===== config.mk =====
export PLATFORM = sky130hd
export DESIGN_NAME = rvx_apb_requester
export DESIGN_NICKNAME = d
export VERILOG_FILES = /design/src/rtl/rvx_apb_requester.sv
export SDC_FILE = /design/constraint.sdc
export NUM_CORES = 1
export LEC_CHECK = 0
export CAP_MARGIN = 0
export CORE_AREA = 2 2 97 99
export CTS_CLUSTER_DIAMETER = 150
export DETAILED_ROUTE_END_ITERATION = 10
export DIE_AREA = 0 0 99 101
export PLACE_DENSITY_LB_ADDON = 0.05
export SETUP_SLACK_MARGIN = 0.4
export SYNTH_ARGS = -nofsm -noshare
export SYNTH_HDL_FRONTEND = slang
export SYNTH_SLANG_ARGS = --single-unit

===== constraint.sdc =====
create_clock -name clk -period 3.3 [get_ports clk]
set_input_delay 0.495 -clock clk [delete_from_list [all_inputs] [get_ports clk]]
set_output_delay 0.495 -clock clk [all_outputs]
set_load 0.005 [all_outputs]

===== src/rtl/rvx_apb_requester.sv =====
// APB initiator: converts a valid/ready request channel into APB SETUP/ACCESS transfers
// and returns read data, slave error and timeout status on a valid/ready response channel.
`timescale 1ns/1ps
module rvx_apb_requester #(
   parameter int unsigned BW_ADDR = 12,
   parameter int unsigned BW_DATA = 32,
   parameter int unsigned TIMEOUT = 256
) (
   input  logic               clk,
   input  logic               rst,
   input  logic               req_valid,
   output logic               req_ready,
   input  logic [BW_ADDR-1:0] req_addr,
   input  logic               req_write,
   input  logic [BW_DATA-1:0] req_wdata,
   output logic               resp_valid,
   input  logic               resp_ready,
   output logic [BW_DATA-1:0] resp_rdata,
   output logic               resp_error,
   output logic               resp_timeout,
   output logic [BW_ADDR-1:0] paddr,
   output logic               pwrite,
   output logic               psel,
   output logic               penable,
   output logic [BW_DATA-1:0] pwdata,
   input  logic [BW_DATA-1:0] prdata,
   input  logic               pready,
   input  logic               pslverr,
   output logic               busy
);

   localparam int unsigned   CW       = $clog2(TIMEOUT) + 1;
   localparam logic [CW-1:0] CNT_LAST = (TIMEOUT == 0) ? '0 : CW'(TIMEOUT - 1);

   typedef enum logic [1:0] {IDLE, SETUP, ACCESS, RESP} state_t;

   state_t        state, state_nxt;
   logic [CW-1:0] cnt;
   logic          timeout_hit;

   always_comb begin
      state_nxt   = state;
      req_ready   = 1'b0;
      busy        = 1'b1;
      timeout_hit = (TIMEOUT != 0) && (cnt == CNT_LAST);
      unique case (state)
         IDLE: begin
            req_ready = 1'b1;
            busy      = 1'b0;
            if (req_valid) state_nxt = SETUP;
         end
         SETUP:  state_nxt = ACCESS;
         ACCESS: if (pready || timeout_hit) state_nxt = RESP;
         RESP:   if (resp_ready) state_nxt = IDLE;
         default: state_nxt = IDLE;
      endcase
   end

   // Bus strobes and resp_valid are flops fed from the next state, so they carry
   // no combinational path from req_* or pready.
   always_ff @(posedge clk or posedge rst) begin
      if (rst) begin
         state        <= IDLE;
         psel         <= 1'b0;
         penable      <= 1'b0;
         resp_valid   <= 1'b0;
         resp_rdata   <= '0;
         resp_error   <= 1'b0;
         resp_timeout <= 1'b0;
         paddr        <= '0;
         pwrite       <= 1'b0;
         pwdata       <= '0;
         cnt          <= '0;
      end else begin
         state      <= state_nxt;
         psel       <= (state_nxt == SETUP) || (state_nxt == ACCESS);
         penable    <= (state_nxt == ACCESS);
         resp_valid <= (state_nxt == RESP);
         unique case (state)
            IDLE: if (req_valid) begin
               paddr  <= req_addr;
               pwrite <= req_write;
               pwdata <= req_wdata;
            end
            SETUP: cnt <= '0;
            ACCESS: begin
               if (pready) begin
                  resp_rdata   <= pwrite ? '0 : prdata;
                  resp_error   <= pslverr;
                  resp_timeout <= 1'b0;
               end else if (timeout_hit) begin
                  resp_rdata   <= '0;
                  resp_error   <= 1'b1;
                  resp_timeout <= 1'b1;
               end else if (cnt != '1) begin
                  // saturates: with timeout disabled the counter must not wrap
                  cnt <= cnt + 1'b1;
               end
            end
            default: ;
         endcase
      end
   end

endmodule

==> flow_summary.yaml, run 1 <==
run_status:
  outcome: "finished clean"
critical_path:
  arrival_ns: 2.71
  slowest_stage: "or4b_1"
  reg2reg_slack_ns: 0.87
  critical_path_class: "reg2reg"
  crit_buf_inv: 0
  reg2regPathDepth: 7
  cpPeakStageDelay_ns: 0.62
  cp-start-kind: "register"
  cp_top_family: "simple AND/OR/NAND/NOR gates"
  r2r_start: "cnt[0]$_DFFE_PP0P_"
  critPathMaxFanout: 8
  required_ns: 3.59
  worstPathCellList: "ha_1 > nand3_1 > nor2_1 > ha_1 > or4b_1 > or4_1 > a21boi_1"
  critPathCaptureType: "register"
  timing.rr.end: "cnt[5]$_DFFE_PP0P_"
  cpMostUsedCell: "ha_1"
floorplan:
  initial_core_util_pct: 39.7
  io_pins: 167
  fp.coreArea_um2: 8980
  dieArea_um2: 10000
  die-width_um: 99
  fp-row-count: 35
  die_height_um: 101
yosys:
  synth_top_area_cell: "dfrtp_1"
  syn_area_per_cell_um2: 14.7
  synth-simple-area-share_pct: 4.81
  yosys-top-cells-area: "dfrtp_1 (65%), mux2_2 (14%), a22o_1 (7.9%)"
  netlist-cell-type-count: 32
  yosysTopAreaCellShare_pct: 65.3
  ys_dominant_reg_cell: "dfrtp_1"
  synth_top_family_by_area: "multiplexers"
  synth_compound_area_share_pct: 9.59
  synth_fa_ha_area_share_pct: 1.76
  synth.ff_latch_count: 93
  syn_nets: 331
  synth_xor_area_share_pct: 0.246
  netlist_area_um2: 3560
  synthMuxAreaShare_pct: 16.2
  yosysWarningCount: 0
  netlist_instances: 243
  ys_seq_area_share_pct: 65.3
  async_flop_share_pct: 100
  synth_edf_count: 0
cells_and_area:
  final_common_cell: "clkdlybuf4s50_1"
  mostFrequentLayoutCells: "clkdlybuf4s50_1 (166), dfrtp_1 (93), mux2_2 (45), a22o_1 (32)"
  final_nets: 502
  ff_latch_area_um2: 2330
  diodes: 0
  area_growth_pct: 56.8
  multi_input_area_um2: 1170
  drive_gt1_share_pct: 16.9
  fin_area_um2: 5580
  fillers: 747
  final_util_pct: 62.2
power_and_ir_drop:
  power_leakage_nw: 2.36
  worst_ir_drop_vdd_mv: 0.454
  sw_frac_of_total_pct: 28.3
  clockPowerShare_pct: 15.8
  cellInternalPower_mw: 3.45
  powerDensity_nw_per_um2: 863
  combPwrFrac_pct: 43.0
  power_frac_seq_pct: 41.1
  p_switching_mw: 1.37
hold_path:
  worstHoldPathCells: 1
  hold_path_class: "reg2reg"
  holdPathEnd: "cnt[7]$_DFFE_PP0P_"
  hold_start: "cnt[7]$_DFFE_PP0P_"
routing:
  route.vias.total: 2590
  wirelength_um: 8650
  viasPerCell: 4.89
  drc: 0
  final_antenna_net_count: 0
  first_pass_iters: 4
  drtIter0Drc: 52
  wl_per_cell_um: 16.3
sta:
  tns_ns: 0
  fmax_mhz: 412
  setup_viol: 0
  finalHoldViolations: 0
  fin_crit_ns: 2.43
  tightestPinTransition_ns: 0.747
  fin_skew_ns: 0.0159
  finalCritPeriodShare_pct: 73.5
  drv_slew: 0
  slew_headroom_pct: 50.2
  rsz0062_at_grt: "no"
  layout_setup_ws_ns: 0.874
  hold-worst-slack_ns: 0.484
place:
  place_congestion: 0.759
  dp_slack_ns: 0.823
  io_buffer_count: 166
  hpwl_um: 6320
  dpl-instance-area_um2: 5380
clocking:
  cts.path.max_buffers: 2
  post_cts_buffers: 0
  postCtsHoldBufs: 0
  cts_buffers: 9
  ctsResizeCount: 0
  clock_latency_ns: 0.35
  path_clk_slew_ns: 0.10
  clockRootBuffer: "clkbuf_8"
  htree_levels: 3
  cts_tree: "yes"
  cts_sinks: 93
global_routing:
  grt_pass1_vias: 2689
  antenna_found_initial: 0
  grtUsageTotal_pct: 17.6
  grt_remaining_overflow: 0
  grt_start_max_net_pins: 34
  grt_first_pass_wirelength_um: 13600
job:
  drv_cap: 0
-- area by class of cell --
cell class / count / area share, %
multi-input combinational: 132 / 20.9
clock inverter: 5 / 1.05
timing repair buffer: 173 / 30.9
sequential: 93 / 41.7
clock buffer: 11 / 2.53
inverter: 5 / 0.403
tap: 111 / 2.49
-- power groups by stage --
stage / clock network [mW] / logic [mW] / registers, mW
floorplan: 0 / 0.771 / 2.01
global route: 0.836 / 2.24 / 2.06
global placement: 0 / 2.07 / 1.99
finish: 0.763 / 2.07 / 1.98
CTS: 0.794 / 2.11 / 1.99
detailed placement: 0 / 2.11 / 2.00
-- worst register-to-register path, cell delays in order, from the launching register on --
cell	delay [ns]
dfrtp_1	0.42
ha_1	0.25
nand3_1	0.10
nor2_1	0.06
ha_1	0.23
or4b_1	0.62
or4_1	0.54
a21boi_1	0.15
-- cell usage after synthesis (2+ instances only) --
cell and instances:
dfrtp_1 93, mux2_2 45, a22o_1 32, nand2_1 10, clkbuf_1 8, mux2i_1 7, nor2_1 6, buf_2 5
ha_1 5, inv_1 5, nand3_1 3, a21oi_1 2, nor3_1 2, o31ai_1 2
-- worst max-delay path by stage --
stage | start | cells after the start | to | slack [ns]
floorplan | cnt[0]$_DFFE_PP0P_ | 8 | cnt[5]$_DFFE_PP0P_ | 1.04
global placement | req_valid | 4 | pwdata[25]$_DFFE_PP0P_ | 0.84
detailed placement | req_valid | 4 | paddr[11]$_DFFE_PP0P_ | 0.82
CTS | cnt[0]$_DFFE_PP0P_ | 7 | cnt[4]$_DFFE_PP0P_ | 0.87
global route | cnt[0]$_DFFE_PP0P_ | 7 | cnt[0]$_DFFE_PP0P_ | 0.72
finish | cnt[0]$_DFFE_PP0P_ | 7 | cnt[5]$_DFFE_PP0P_ | 0.87
-- kinds of logic after synthesis --
| family | after synthesis |
|---|---|
| xor+xnor | 1 |
| compound gates | 41 |
| mux | 52 |
| buf+inv | 18 |
| flops | 93 |
| fa+ha+maj | 5 |
| simple gates | 33 |
-- state kept, by name, summed over array words and instances, names as in the netlist --
signal,cells
resp_timeout,1
pwdata,32
state,2
paddr,12
pwrite,1
penable,1
resp_valid,1
psel,1
resp_error,1
resp_rdata,32
cnt,9
-- per-stage QoR --
step / total power, mW / instances
3_3_place_gp: 4.06 / 514
4_1_cts: 4.89 / 530
5_1_grt: 5.14 / 530
6_report: 4.82 / 530
3_5_place_dp: 4.10 / 514
2_1_floorplan: 2.78 / 243
-- per-layer routing --
layer	GRT usage, %	part of all wire [%]	vias to the layer above
li1	-	-	1220
met1	23.6	44	1255
met2	26.4	47	104
met3	5.89	8.3	11
met4	6.95	1.4	0
met5	0	0	-
(Power assumes the default switching activity.)
==> inputs of run 2 (changes only) <==
==> constraint.sdc (replaced) <==
create_clock -name clk -period 2.5 [get_ports clk]
set_input_delay 0.375 -clock clk [delete_from_list [all_inputs] [get_ports clk]]
set_output_delay 0.375 -clock clk [all_outputs]
set_load 0.005 [all_outputs]
==> run 2 against run 1 <==
Effect of this change: first-iteration DRC count up 9.6%; largest power group unchanged; non-clock buffer count rose by 1; power is 34% higher; count of clock-buffer cells in the layout down 1; utilization grew 0.47 points; setup slack lost 0.47 ns; via count up 1.8%; critical path depth stayed put; global-route usage down 0.77 points.
==> flow_summary.yaml, run 2 (synthesis gave the netlist of run 1 again) <==
run_status:
  outcome: "finished clean"
routing:
  drc: 0
  drtIter0Drc: 57
  viasPerCell: 4.96
  final_antenna_net_count: 0
  route.vias.total: 2636
  wl_per_cell_um: 15.9
  wirelength_um: 8450
  first_pass_iters: 4
clocking:
  cts_buffers: 9
  htree_levels: 3
  path_clk_slew_ns: 0.09
  clock_latency_ns: 0.35
  cts.path.max_buffers: 2
  cts_tree: "yes"
  clockRootBuffer: "clkbuf_8"
  cts_sinks: 93
critical_path:
  cpPeakStageDelay_ns: 0.55
  crit_buf_inv: 0
  cp_top_family: "simple AND/OR/NAND/NOR gates"
  cp-start-kind: "register"
  crit_start: "cnt[1]$_DFFE_PP0P_"
  worstPathCellList: "ha_2 > nand3_1 > nor2_1 > ha_2 > or4b_4 > or4_1 > a21boi_2"
  required_ns: 2.79
  cpMostUsedCell: "ha_2"
  critPathMaxFanout: 8
  slowest_stage: "or4b_4"
  critical_path_class: "reg2reg"
  arrival_ns: 2.39
  r2r_start: "cnt[1]$_DFFE_PP0P_"
  critPathCaptureType: "register"
cells_and_area:
  drive_gt1_share_pct: 18.6
  multi_input_area_um2: 1190
  final_common_cell: "clkdlybuf4s50_1"
  ff_latch_area_um2: 2330
  fillers: 694
  largestRegisters: "pwdata: 32 flops, resp_rdata: 32 flops, paddr: 12 flops"
  diodes: 0
  final_nets: 503
  final_util_pct: 62.7
  mostFrequentLayoutCells: "clkdlybuf4s50_1 (166), dfrtp_1 (93), mux2_2 (45), a22o_1 (32), nand2_1 (10)"
  area_growth_pct: 58.0
global_routing:
  grtUsageTotal_pct: 16.8
  grt_first_pass_wirelength_um: 13100
  grt_remaining_overflow: 0
  antenna_found_initial: 0
  grt_start_max_net_pins: 50
  grt_pass1_vias: 2682
sta:
  finalCritPeriodShare_pct: 84.0
  fin_crit_ns: 2.10
  finalHoldViolations: 0
  fin_skew_ns: 0.0125
  slew_headroom_pct: 58.6
  hold-worst-slack_ns: 0.493
  tightestPinTransition_ns: 0.621
  setup_viol: 0
  drv_slew: 0
  fmax_mhz: 476
  rsz0062_at_grt: "yes"
  tns_ns: 0
floorplan:
  fp-row-count: 35
  fp.coreArea_um2: 8980
  initial_core_util_pct: 39.7
  io_pins: 167
  dieArea_um2: 10000
  die-width_um: 99
  die_height_um: 101
hold_path:
  hold_start: "cnt[6]$_DFFE_PP0P_"
  hold_path_class: "reg2reg"
place:
  hpwl_um: 6090
  io_buffer_count: 166
  place_congestion: 0.718
power_and_ir_drop:
  powerDensity_nw_per_um2: 1150
  worst_ir_drop_vdd_mv: 0.499
  power_leakage_nw: 2.37
job:
  drv_cap: 0
-- run 2: cell count changes in the layout (fill, tap and decap cells not counted), sizes merged --
cell      change
buf           +1
bufinv        +1
clkbuf        -1
clkinv        +1
clkinvlp      -1
-- run 2: worst paths after layout --
check	to	slack, ns	cells past startpoint
worst min register to register	cnt[6]$_DFFE_PP0P_	0.49	1
worst max register to register	cnt[5]$_DFFE_PP0P_	0.40	7
worst min-delay path	cnt[6]$_DFFE_PP0P_	0.49	1
max in group asynchronous	psel$_DFF_PP0_	1.51	3
worst max-delay path	cnt[5]$_DFFE_PP0P_	0.40	7
min in group asynchronous	paddr[10]$_DFFE_PP0P_	0.54	3
-- run 2: power by group --
part | leakage, nW | internal (mW) | switching (mW)
sequential | 1.16 | 2.21 | 0.393
clock | 0.107 | 0.564 | 0.512
combinational | 1.11 | 1.88 | 0.886
total | 2.37 | 4.65 | 1.79
-- run 2: through the flow --
stage          cell area, um^2  total power [mW]  cells  worst slack (ns)
2_1_floorplan             3580              3.68    243             0.374
3_3_place_gp              5380              5.35    512             0.207
3_5_place_dp              5380              5.40    512             0.131
4_1_cts                   5620              6.54    531             0.403
5_1_grt                   5630              6.85    531             0.290
6_report                  5630              6.45    531             0.400
-- run 2: metal layers --
metal | track usage [%] | vias up | share of wire [%]
met5 | 0 | - | 0
met4 | 7.27 | 0 | 2.2
met3 | 6.38 | 14 | 8.4
met2 | 27.0 | 97 | 48
met1 | 20.3 | 1306 | 41
li1 | - | 1219 | -
-- run 2: repair_timing --
item / CTS / global route
resized for setup: 2 / 1
pin swaps: 2 / 0
setup buffers: 3 / 0
hold buffers: 0 / 0
setup endpoints to repair: 8 / 6
-- run 2: final cells by class --
| class | instances | share of cell area, % |
|---|---|---|
| Clock buffer | 10 | 2.27 |
| Inverter | 5 | 0.400 |
| Multi-Input combinational cell | 132 | 21.1 |
| Timing Repair Buffer | 174 | 30.8 |
| Sequential cell | 93 | 41.4 |
| Clock inverter | 6 | 1.53 |
| Tap cell | 111 | 2.47 |
==> inputs of run 3 (changes only) <==
--- a/config.mk
+++ b/config.mk
@@ -6,10 +6,10 @@
 export NUM_CORES = 1
 export LEC_CHECK = 0
 export CAP_MARGIN = 0
-export CORE_AREA = 2 2 97 99
+export CORE_AREA = 2 2 102 104
 export CTS_CLUSTER_DIAMETER = 150
 export DETAILED_ROUTE_END_ITERATION = 10
-export DIE_AREA = 0 0 99 101
+export DIE_AREA = 0 0 104 106
 export PLACE_DENSITY_LB_ADDON = 0.05
 export SETUP_SLACK_MARGIN = 0.4
 export SYNTH_ARGS = -nofsm -noshare
==> constraint.sdc (replaced) <==
create_clock -name clk -period 1.9 [get_ports clk]
set_input_delay 0.285 -clock clk [delete_from_list [all_inputs] [get_ports clk]]
set_output_delay 0.285 -clock clk [all_outputs]
set_load 0.005 [all_outputs]
==> run 3 against run 2 <==
Effect of this change: the run now ends with setup timing left; sequential power up 30%; wire length increased by 17%; clock skew decreased by 0.0015 ns; cell count is 12% higher; die area up 10%; hold slack lost 0.13 ns; utilization fell by 0.13 points; non-clock buffer count up 37; sequential cell count is the same; fmax rose by 0.84%; setup slack got worse by 0.58 ns; global-route usage about the same; critical endpoint unchanged; largest power group unchanged.
==> flow_summary.yaml, run 3 (synthesis gave the netlist of run 1 again) <==
sta:
  hold-worst-slack_ns: 0.359
  slew_headroom_pct: 72.2
  fin_crit_ns: 2.08
  layout_setup_ws_ns: -0.182
  fmax_mhz: 480
  tightestPinTransition_ns: 0.416
  fin_skew_ns: 0.0110
  finalCritPeriodShare_pct: 110
  setup_viol: 37
  finalHoldViolations: 0
  tns_ns: -4.28
  rsz0062_at_grt: "yes"
  drv_slew: 0
global_routing:
  antenna_found_initial: 0
  grtUsageTotal_pct: 16.8
  grt_first_pass_wirelength_um: 14700
  grt_start_max_net_pins: 75
  grt_remaining_overflow: 0
  grt_pass1_vias: 2947
routing:
  drtIter0Drc: 49
  route.vias.total: 2826
  viasPerCell: 4.76
  drc: 0
  wirelength_um: 9910
  final_antenna_net_count: 0
  first_pass_iters: 3
  wl_per_cell_um: 16.7
cells_and_area:
  final_nets: 541
  mostFrequentLayoutCells: "dfrtp_1 (92), clkdlybuf4s50_1 (82), dlygate4sd2_1 (81), mux2_4 (44), a22o_1 (32)"
  final_common_cell: "dfrtp_1"
  area_growth_pct: 75.6
  drive_gt1_share_pct: 27.9
  largestRegisters: "pwdata: 32 flops, resp_rdata: 32 flops, paddr: 12 flops"
  diodes: 0
floorplan:
  die-width_um: 104
  dieArea_um2: 11000
  die_height_um: 106
  fp-row-count: 37
  initial_core_util_pct: 35.6
  fp.coreArea_um2: 10000
  io_pins: 167
clocking:
  htree_levels: 3
  cts_sinks: 93
  path_clk_slew_ns: 0.09
  clockRootBuffer: "clkbuf_8"
  cts_tree: "yes"
  cts.path.max_buffers: 2
  cts_buffers: 9
  clock_latency_ns: 0.36
run_status:
  violations: "setup timing"
  outcome: "finished, violations left"
critical_path:
  cp-start-kind: "register"
  critical_path_class: "reg2reg"
  critPathCaptureType: "register"
  critPathMaxFanout: 6
  arrival_ns: 2.36
  required_ns: 2.18
power_and_ir_drop:
  worst_ir_drop_vdd_mv: 0.620
  power_leakage_nw: 2.98
  powerDensity_nw_per_um2: 1400
  total_power_mw: 8.78
place:
  hpwl_um: 6080
  place_congestion: 0.723
  io_buffer_count: 166
job:
  drv_cap: 0
hold_path:
  hold_path_class: "in2async"
run 3: cell count changes in the layout (fill, tap and decap cells not counted), sizes merged, moves of 3 or more:
cell / before / now
buf: 8 / 41
clkbuf: 10 / 13
clkdlybuf4s50: 166 / 82
clkinv: 2 / 6
dlygate4sd2: 0 / 81
run 3: path summary, 6_finish.rpt:
check,startpoint,to,slack [ns],depth (start not counted)
setup / recovery,cnt[1]$_DFFE_PP0P_,cnt[5]$_DFFE_PP0P_,-0.18,7
hold / removal,rst,pwdata[28]$_DFFE_PP0P_,0.36,3
setup reg to reg,cnt[1]$_DFFE_PP0P_,cnt[5]$_DFFE_PP0P_,-0.18,7
hold reg to reg,resp_rdata[23]$_DFFE_PP0P_,resp_rdata[23]$_DFFE_PP0P_,0.51,1
max in group asynchronous,rst,state[1]$_DFF_PP0_,1.18,3
min in group clk,resp_rdata[23]$_DFFE_PP0P_,resp_rdata[23]$_DFFE_PP0P_,0.51,1
run 3: where the power goes:
group          internal [mW]  total [mW]  leakage (nW)  switching [mW]
Combinational           2.73        4.19          1.74            1.46
Sequential              2.91        3.39          1.16           0.482
Clock                  0.480        1.20        0.0891           0.721
Total                   6.11        8.78          2.98            2.66
run 3: metal layers:
| layer | global-route usage (%) | wire length [um] | vias to the layer above |
|---|---|---|---|
| li1 | - | - | 1296 |
| met1 | 21.2 | 4280 | 1410 |
| met2 | 27.1 | 4850 | 109 |
| met3 | 5.21 | 663 | 11 |
| met4 | 6.47 | 119 | 0 |
| met5 | 0 | 0 | - |
run 3: final cells by class:
cell class | instances | area, um^2
Clock buffer | 9 | 124
Clock inverter | 7 | 52.6
Fill cell | 823 | 3740
Inverter | 5 | 22.5
Multi-Input combinational cell | 133 | 1440
Sequential cell | 93 | 2330
Tap cell | 136 | 170
Timing Repair Buffer | 211 | 2120
run 3: repair_timing:
action,4_1_cts,5_1_grt
buffers inserted,8,7
gates cloned,2,6
setup endpoints to repair,174,94
hold buffers,0,0
pin swaps,2,5
hold endpoints to repair,0,0
resized for setup,104,59
run 3: stage by stage:
step / util, % / cell area [um^2] / setup WS, ns / instances
CTS: 58.6 / 5860 / -0.165 / 581
finish: 62.6 / 6250 / -0.182 / 594
floorplan: - / 3620 / -0.226 / 243
detailed placement: 56.0 / 5600 / -0.309 / 555
global placement: 56.0 / 5600 / -0.251 / 555
global route: 62.6 / 6250 / -0.258 / 594
run 3: worst max-delay path, cell delays in order (launching register included):
cell and delay, ns:
dfrtp_1 0.41, ha_2 0.21, nand3_2 0.07, nor2_2 0.05, ha_2 0.18, or4b_4 0.54, or4_1 0.41, a21boi_1 0.14
